[config.mk]
export PLATFORM = sky130hd
export DESIGN_NAME = copperv2_mem_ctrl
export DESIGN_NICKNAME = d
export VERILOG_FILES = /design/src/rtl/copperv2_bus_pkg.sv /design/src/rtl/copperv2_resp_slot.sv /design/src/rtl/copperv2_mem_ctrl.sv
export SDC_FILE = /design/constraint.sdc
export NUM_CORES = 1
export LEC_CHECK = 0
export CORE_AREA = 2 2 113 115
export CTS_BUF_LIST = sky130_fd_sc_hd__clkbuf_8
export DETAILED_ROUTE_END_ITERATION = 6
export DIE_AREA = 0 0 115 117
export GPL_ROUTABILITY_DRIVEN = 0
export PLACE_DENSITY = 0.75
export REMOVE_ABC_BUFFERS = 1
export SLEW_MARGIN = 30
export SYNTH_ARGS = -nofsm -noshare
export SYNTH_HDL_FRONTEND = slang
export SYNTH_SLANG_ARGS = --single-unit
[constraint.sdc]
create_clock -name clock -period 5.3 [get_ports clock]
set_input_delay 1.325 -clock clock [delete_from_list [all_inputs] [get_ports clock]]
set_output_delay 1.325 -clock clock [all_outputs]
set_load 0.01 [all_outputs]
[src/rtl/copperv2_bus_pkg.sv]
// Copperv2 bus definitions shared by the memory-side blocks.
// Widths, write-response codes and the per-channel state type.
package copperv2_bus_pkg;

    localparam int BUS_DATA_WIDTH = 32;
    localparam int BUS_ADDR_WIDTH = 32;
    localparam int STROBE_WIDTH = BUS_DATA_WIDTH / 8;

    localparam logic RESP_OK = 1'b1;
    localparam logic RESP_RANGE = 1'b0;

    typedef enum logic [1:0] {
        IDLE = 2'd0,
        BUSY = 2'd1,
        FULL = 2'd2
    } chan_state_t;

    // Writes complete in the access cycle, so they jump straight to FULL.
    function automatic chan_state_t chan_next(
        input chan_state_t s,
        input logic accept,
        input logic skip_busy,
        input logic done
    );
        chan_state_t n;
        n = s;
        unique case (s)
            IDLE: begin
                if (accept) begin
                    if (skip_busy) n = FULL;
                    else n = BUSY;
                end
            end
            BUSY: n = FULL;
            FULL: begin
                if (done) n = IDLE;
            end
            default: n = IDLE;
        endcase
        return n;
    endfunction

endpackage

[src/rtl/copperv2_resp_slot.sv]
// One-entry response register with valid/ready handshake.
// Bits stay put while the consumer stalls.
module copperv2_resp_slot #(
    parameter int WIDTH = 32
) (
    input  logic             clock,
    input  logic             reset,
    input  logic             load,
    input  logic [WIDTH-1:0] load_bits,
    input  logic             ready,
    output logic             valid,
    output logic [WIDTH-1:0] bits
);

    always_ff @(posedge clock or negedge reset) begin
        if (!reset) begin
            valid <= 1'b0;
            bits <= '0;
        end else if (load) begin
            valid <= 1'b1;
            bits <= load_bits;
        end else if (valid && ready) begin
            valid <= 1'b0;
        end
    end

endmodule

[src/rtl/copperv2_mem_ctrl.sv]
// Single-port SRAM controller serving the core's ir, dr and dw channels.
// Fixed priority dw > dr > ir, one outstanding request per channel.
module copperv2_mem_ctrl
    import copperv2_bus_pkg::*;
#(
    parameter int DATA_WIDTH = BUS_DATA_WIDTH,
    parameter int ADDR_WIDTH = BUS_ADDR_WIDTH,
    parameter int MEM_WORDS_LOG2 = 12
) (
    input  logic                      clock,
    input  logic                      reset,
    output logic                      bus_ir_addr_ready,
    input  logic                      bus_ir_addr_valid,
    input  logic [ADDR_WIDTH-1:0]     bus_ir_addr_bits,
    input  logic                      bus_ir_data_ready,
    output logic                      bus_ir_data_valid,
    output logic [DATA_WIDTH-1:0]     bus_ir_data_bits,
    output logic                      bus_dr_addr_ready,
    input  logic                      bus_dr_addr_valid,
    input  logic [ADDR_WIDTH-1:0]     bus_dr_addr_bits,
    input  logic                      bus_dr_data_ready,
    output logic                      bus_dr_data_valid,
    output logic [DATA_WIDTH-1:0]     bus_dr_data_bits,
    output logic                      bus_dw_req_ready,
    input  logic                      bus_dw_req_valid,
    input  logic [DATA_WIDTH-1:0]     bus_dw_req_bits_data,
    input  logic [ADDR_WIDTH-1:0]     bus_dw_req_bits_addr,
    input  logic [DATA_WIDTH/8-1:0]   bus_dw_req_bits_strobe,
    input  logic                      bus_dw_resp_ready,
    output logic                      bus_dw_resp_valid,
    output logic                      bus_dw_resp_bits,
    output logic                      mem_en,
    output logic [DATA_WIDTH/8-1:0]   mem_we,
    output logic [MEM_WORDS_LOG2-1:0] mem_addr,
    output logic [DATA_WIDTH-1:0]     mem_wdata,
    input  logic [DATA_WIDTH-1:0]     mem_rdata
);

    localparam int IDX_HI = MEM_WORDS_LOG2 + 1;
    localparam int TAG_LO = MEM_WORDS_LOG2 + 2;

    chan_state_t ir_st;
    chan_state_t dr_st;
    chan_state_t dw_st;

    logic run;
    logic ir_ok_q;
    logic dr_ok_q;

    logic ir_ok;
    logic dr_ok;
    logic dw_ok;
    logic ir_hs;
    logic dr_hs;
    logic dw_hs;
    logic dr_req;
    logic dw_req;
    logic ir_done;
    logic dr_done;
    logic dw_done;
    logic ir_load;
    logic dr_load;
    logic [DATA_WIDTH-1:0] ir_rd;
    logic [DATA_WIDTH-1:0] dr_rd;
    logic dw_code;
    logic unused_lsbs;

    assign unused_lsbs = ^{bus_ir_addr_bits[1:0],
                           bus_dr_addr_bits[1:0],
                           bus_dw_req_bits_addr[1:0]};

    assign ir_ok = ~|bus_ir_addr_bits[ADDR_WIDTH-1:TAG_LO];
    assign dr_ok = ~|bus_dr_addr_bits[ADDR_WIDTH-1:TAG_LO];
    assign dw_ok = ~|bus_dw_req_bits_addr[ADDR_WIDTH-1:TAG_LO];

    // A higher-priority channel only blocks when it can actually be taken.
    assign dw_req = bus_dw_req_valid & (dw_st == IDLE);
    assign dr_req = bus_dr_addr_valid & (dr_st == IDLE);

    assign bus_dw_req_ready = run & (dw_st == IDLE);
    assign bus_dr_addr_ready = run & (dr_st == IDLE) & ~dw_req;
    assign bus_ir_addr_ready = run & (ir_st == IDLE) & ~dw_req & ~dr_req;

    assign dw_hs = bus_dw_req_valid & bus_dw_req_ready;
    assign dr_hs = bus_dr_addr_valid & bus_dr_addr_ready;
    assign ir_hs = bus_ir_addr_valid & bus_ir_addr_ready;

    assign ir_done = bus_ir_data_valid & bus_ir_data_ready;
    assign dr_done = bus_dr_data_valid & bus_dr_data_ready;
    assign dw_done = bus_dw_resp_valid & bus_dw_resp_ready;

    always_comb begin
        mem_en = 1'b0;
        mem_we = '0;
        mem_addr = '0;
        mem_wdata = '0;
        unique case (1'b1)
            dw_hs && dw_ok: begin
                mem_en = 1'b1;
                mem_we = bus_dw_req_bits_strobe;
                mem_addr = bus_dw_req_bits_addr[IDX_HI:2];
                mem_wdata = bus_dw_req_bits_data;
            end
            dr_hs && dr_ok: begin
                mem_en = 1'b1;
                mem_addr = bus_dr_addr_bits[IDX_HI:2];
            end
            ir_hs && ir_ok: begin
                mem_en = 1'b1;
                mem_addr = bus_ir_addr_bits[IDX_HI:2];
            end
            default: ;
        endcase
    end

    always_ff @(posedge clock or negedge reset) begin
        if (!reset) begin
            run <= 1'b0;
            ir_st <= IDLE;
            dr_st <= IDLE;
            dw_st <= IDLE;
            ir_ok_q <= 1'b0;
            dr_ok_q <= 1'b0;
        end else begin
            run <= 1'b1;
            ir_st <= chan_next(ir_st, ir_hs, 1'b0, ir_done);
            dr_st <= chan_next(dr_st, dr_hs, 1'b0, dr_done);
            dw_st <= chan_next(dw_st, dw_hs, 1'b1, dw_done);
            if (ir_hs) ir_ok_q <= ir_ok;
            if (dr_hs) dr_ok_q <= dr_ok;
        end
    end

    // SRAM data is valid in the BUSY cycle; out-of-range reads return 0.
    assign ir_load = (ir_st == BUSY);
    assign dr_load = (dr_st == BUSY);
    assign ir_rd = ir_ok_q ? mem_rdata : '0;
    assign dr_rd = dr_ok_q ? mem_rdata : '0;
    assign dw_code = dw_ok ? RESP_OK : RESP_RANGE;

    copperv2_resp_slot #(
        .WIDTH(DATA_WIDTH)
    ) u_ir_slot (
        .clock(clock),
        .reset(reset),
        .load(ir_load),
        .load_bits(ir_rd),
        .ready(bus_ir_data_ready),
        .valid(bus_ir_data_valid),
        .bits(bus_ir_data_bits)
    );

    copperv2_resp_slot #(
        .WIDTH(DATA_WIDTH)
    ) u_dr_slot (
        .clock(clock),
        .reset(reset),
        .load(dr_load),
        .load_bits(dr_rd),
        .ready(bus_dr_data_ready),
        .valid(bus_dr_data_valid),
        .bits(bus_dr_data_bits)
    );

    copperv2_resp_slot #(
        .WIDTH(1)
    ) u_dw_slot (
        .clock(clock),
        .reset(reset),
        .load(dw_hs),
        .load_bits(dw_code),
        .ready(bus_dw_resp_ready),
        .valid(bus_dw_resp_valid),
        .bits(bus_dw_resp_bits)
    );

endmodule

==> run metrics <==
run status=finished clean; data arrival time of the critical path=approximately 3.7 ns; reg-to-reg setup timing slack=between 3 and 4 ns; first-pass iteration count of the detailed router=4; standby leakage power=between 0.002 and 0.003 uW; sequential cell area fraction in the yosys report=roughly half; All-Layer GR Usage=19.1%; maximum number of pins on one net before global-route repair=between 70 and 80; initial drt markers=between 200 and 300; commonest cells in the synthesized netlist=nand2_1 (136), dfrtp_1 (76), o21ai_0 (67); synth top area cells=dfrtp_1 (51%), nand2_1 (14%), and3_1 (10%); final count of hold timing violations=0; most area-hungry cell type in the Yosys netlist=dfrtp_1; floorplan core area=between 10000 and 15000 um2; capturing element type of the critical path=output pin; area share of the largest cell type after synthesis=51.0%; net count of the finished layout=871; count of buffers inserted at the top-level ports=between 200 and 300; final total power=~2100 uW; Hold Crit Start=u_ir_slot.bits[23]; WS Path Type=primary input to output pin; fraction of final layout cells sized beyond drive strength 1=4.69%; global-route wire length before repair=20.0 mm; clock edge transition at the registers on the reported setup and hold paths=0.07 ns; horizontal die dimension=~120 um; worst skew pair latency=approximately 0.35 ns; terminus of the critical flop-to-flop path=u_dw_slot.bits; most instantiated flip-flop cell in the synthesis netlist=dfrtp_1; TritonCTS clock tree=done; Synth cell types=31; instance count along the most critical hold path=2; pwr/cell area=295 nW/um2; floorplan row count=between 40 and 50; total congestion overflow after global routing=0; Ports=a little under 300; Post-Syn Instances=approximately 430; CTS hold repair buffers=0; Area growth, synth to finish=86.3%; TritonCTS Buffers=9; mean instance size in the synthesized netlist=around 8.6 um2; reported max-cap violation count=0; reg2reg start=dw_st[1]; class of the tightest hold or removal check=flip-flop to flip-flop; largest vdd supply drop=roughly 0.13 mV; count of flip-flops with a built-in enable after synthesis=0; H-tree lvl count=3; number of global-route vias before repair=around 4000; sum of routed wire length over all layers=roughly 13 mm; Worst-Margin Slew=0.712 ns; Worst setup SP type=primary input; number of nets with antenna violations after detailed routing=0; crit-path max FO=16; area enclosed by the die boundary=13500 um2; fill count=1126; final-report max-slew violation count=0; post-cts sizing count=0; height of the chip=117 um; total DRC errors in the routed layout=0; via density per instance=between 4 and 5; count of yosys warnings during synthesis=0; most repeated cell in the gate-level netlist after synthesis=nand2_1; share of the cycle needed by the critical path after routing=between 90% and 100%; clock root cell=clkbuf_8; Final min period=just over 5 ns; cells on worst reg2reg path=5; Seq cells post-synth=76; total via count after detailed routing=a little over 4000; share of synthesized flip-flops with an asynchronous set or reset=100%; post-synthesis instance area=3730 um2; half-perimeter wire length of the detailed placement result=10.3 mm; ant diodes=0; RSZ-0062 raised after global routing=no; post-DR wirelength/cell=approximately 16 um; Clock Tree Buf Depth=2; hold-critical path endpoint=u_ir_slot.bits[23]; count of final setup violators=0; buffers inserted during post-CTS setup optimization=0; clock tree skew after final layout=about 0.0054 ns; clock sink total=76; initial antenna violation count=0; maximum operating frequency=between 150 and 200 MHz; initial core utilization=30.3%; total negative slack for setup checks=0 ns; Slew headroom=approximately 53%; Data required, critical path=just under 4 ns
## sequential cells by signal (all words and copies together) (netlist names)
name / cells
dr_ok_q: 1
dr_st: 2
dw_st: 1
ir_ok_q: 1
ir_st: 2
run: 1
u_dr_slot.bits: 32
u_dr_slot.valid: 1
u_dw_slot.bits: 1
u_dw_slot.valid: 1
u_ir_slot.bits: 32
u_ir_slot.valid: 1
## worst max path at each step
stage                  end  depth (start not counted)  slack [ns]                     start
6_report       mem_addr[9]                          7        0.25  bus_dw_req_bits_addr[23]
5_1_grt        mem_addr[9]                          7        0.17  bus_dw_req_bits_addr[23]
4_1_cts        mem_addr[2]                          6        0.12      bus_ir_addr_bits[15]
3_5_place_dp   mem_addr[2]                          6        0.13      bus_ir_addr_bits[15]
3_3_place_gp   mem_addr[8]                          6        0.16      bus_ir_addr_bits[22]
2_1_floorplan  mem_addr[0]                          4        0.77  bus_dw_req_bits_addr[24]
## stage by stage
stage | utilization, % | setup slack, ns | cell area, um2 | hold WS (ns) | std cells
5_1_grt | 56.4 | 0.167 | 6950 | 0.506 | 854
4_1_cts | 56.3 | 0.120 | 6940 | 0.488 | 854
6_report | 56.4 | 0.253 | 6950 | 0.481 | 854
2_1_floorplan | - | 0.772 | 3560 | 0.470 | 397
3_3_place_gp | 54.3 | 0.156 | 6690 | 0.461 | 838
3_5_place_dp | 54.4 | 0.127 | 6700 | 0.469 | 838
## routing by layer
metal  GRT usage (%)  vias up  wire [um]
li1                -     2009          -
met1            20.1     1841       4870
met2            34.9      196       6930
met3            5.51       32       1090
met4            9.88        0        537
met5               0        -          0
## cells by family after synthesis
group	synth area share (%)
AO/OA/AOI/OAI	13.2
buffers and inverters	5.13
other	0.101
AND/OR/NAND/NOR	30.6
flip-flops	51.0
## cells in the final DEF, fill, tap and decap left out, types with 2 or more instances in the layout
cell type,synthesis,final
nand4_1,2,2
and3_1,60,60
nand3_1,2,2
nor3_1,3,2
nand2b_4,0,2
nor4_1,5,4
nor2_1,4,4
o21ai_0,67,67
clkdlybuf4s50_1,0,284
buf_12,0,2
nor4_2,1,2
or4_1,6,6
clkbuf_8,0,12
dfrtp_1,76,74
buf_4,1,4
nand3b_1,3,3
bufinv_16,0,2
dfrtp_2,0,2
a221o_1,12,12
nor3_4,0,2
nand2_1,136,136
inv_1,5,6
## area by class of cell
cell class              count  area, um2  share of cell area (%)
multi-input cells         316       1670                    24.1
well taps                 150        188                    2.70
flip-flops and latches     76       1900                    27.4
inverters                   5       18.8                   0.270
clock inverters             4       71.3                    1.03
clock buffers              12        165                    2.38
repair buffers            291       2920                    42.1
## worst max-delay path, cell delays in order
cell,delay (ns)
clkdlybuf4s50_1,0.41
or4_1,0.57
nor4_4,0.30
buf_4,0.25
and3_1,0.19
a221o_1,0.13
clkdlybuf4s50_1,0.54
## report_power, final
group | internal [uW] | switching (uW)
combinational | 419 | 289
clock | 302 | 204
sequential | 732 | 104
total | 1450 | 598
(Power assumes the default switching activity.)
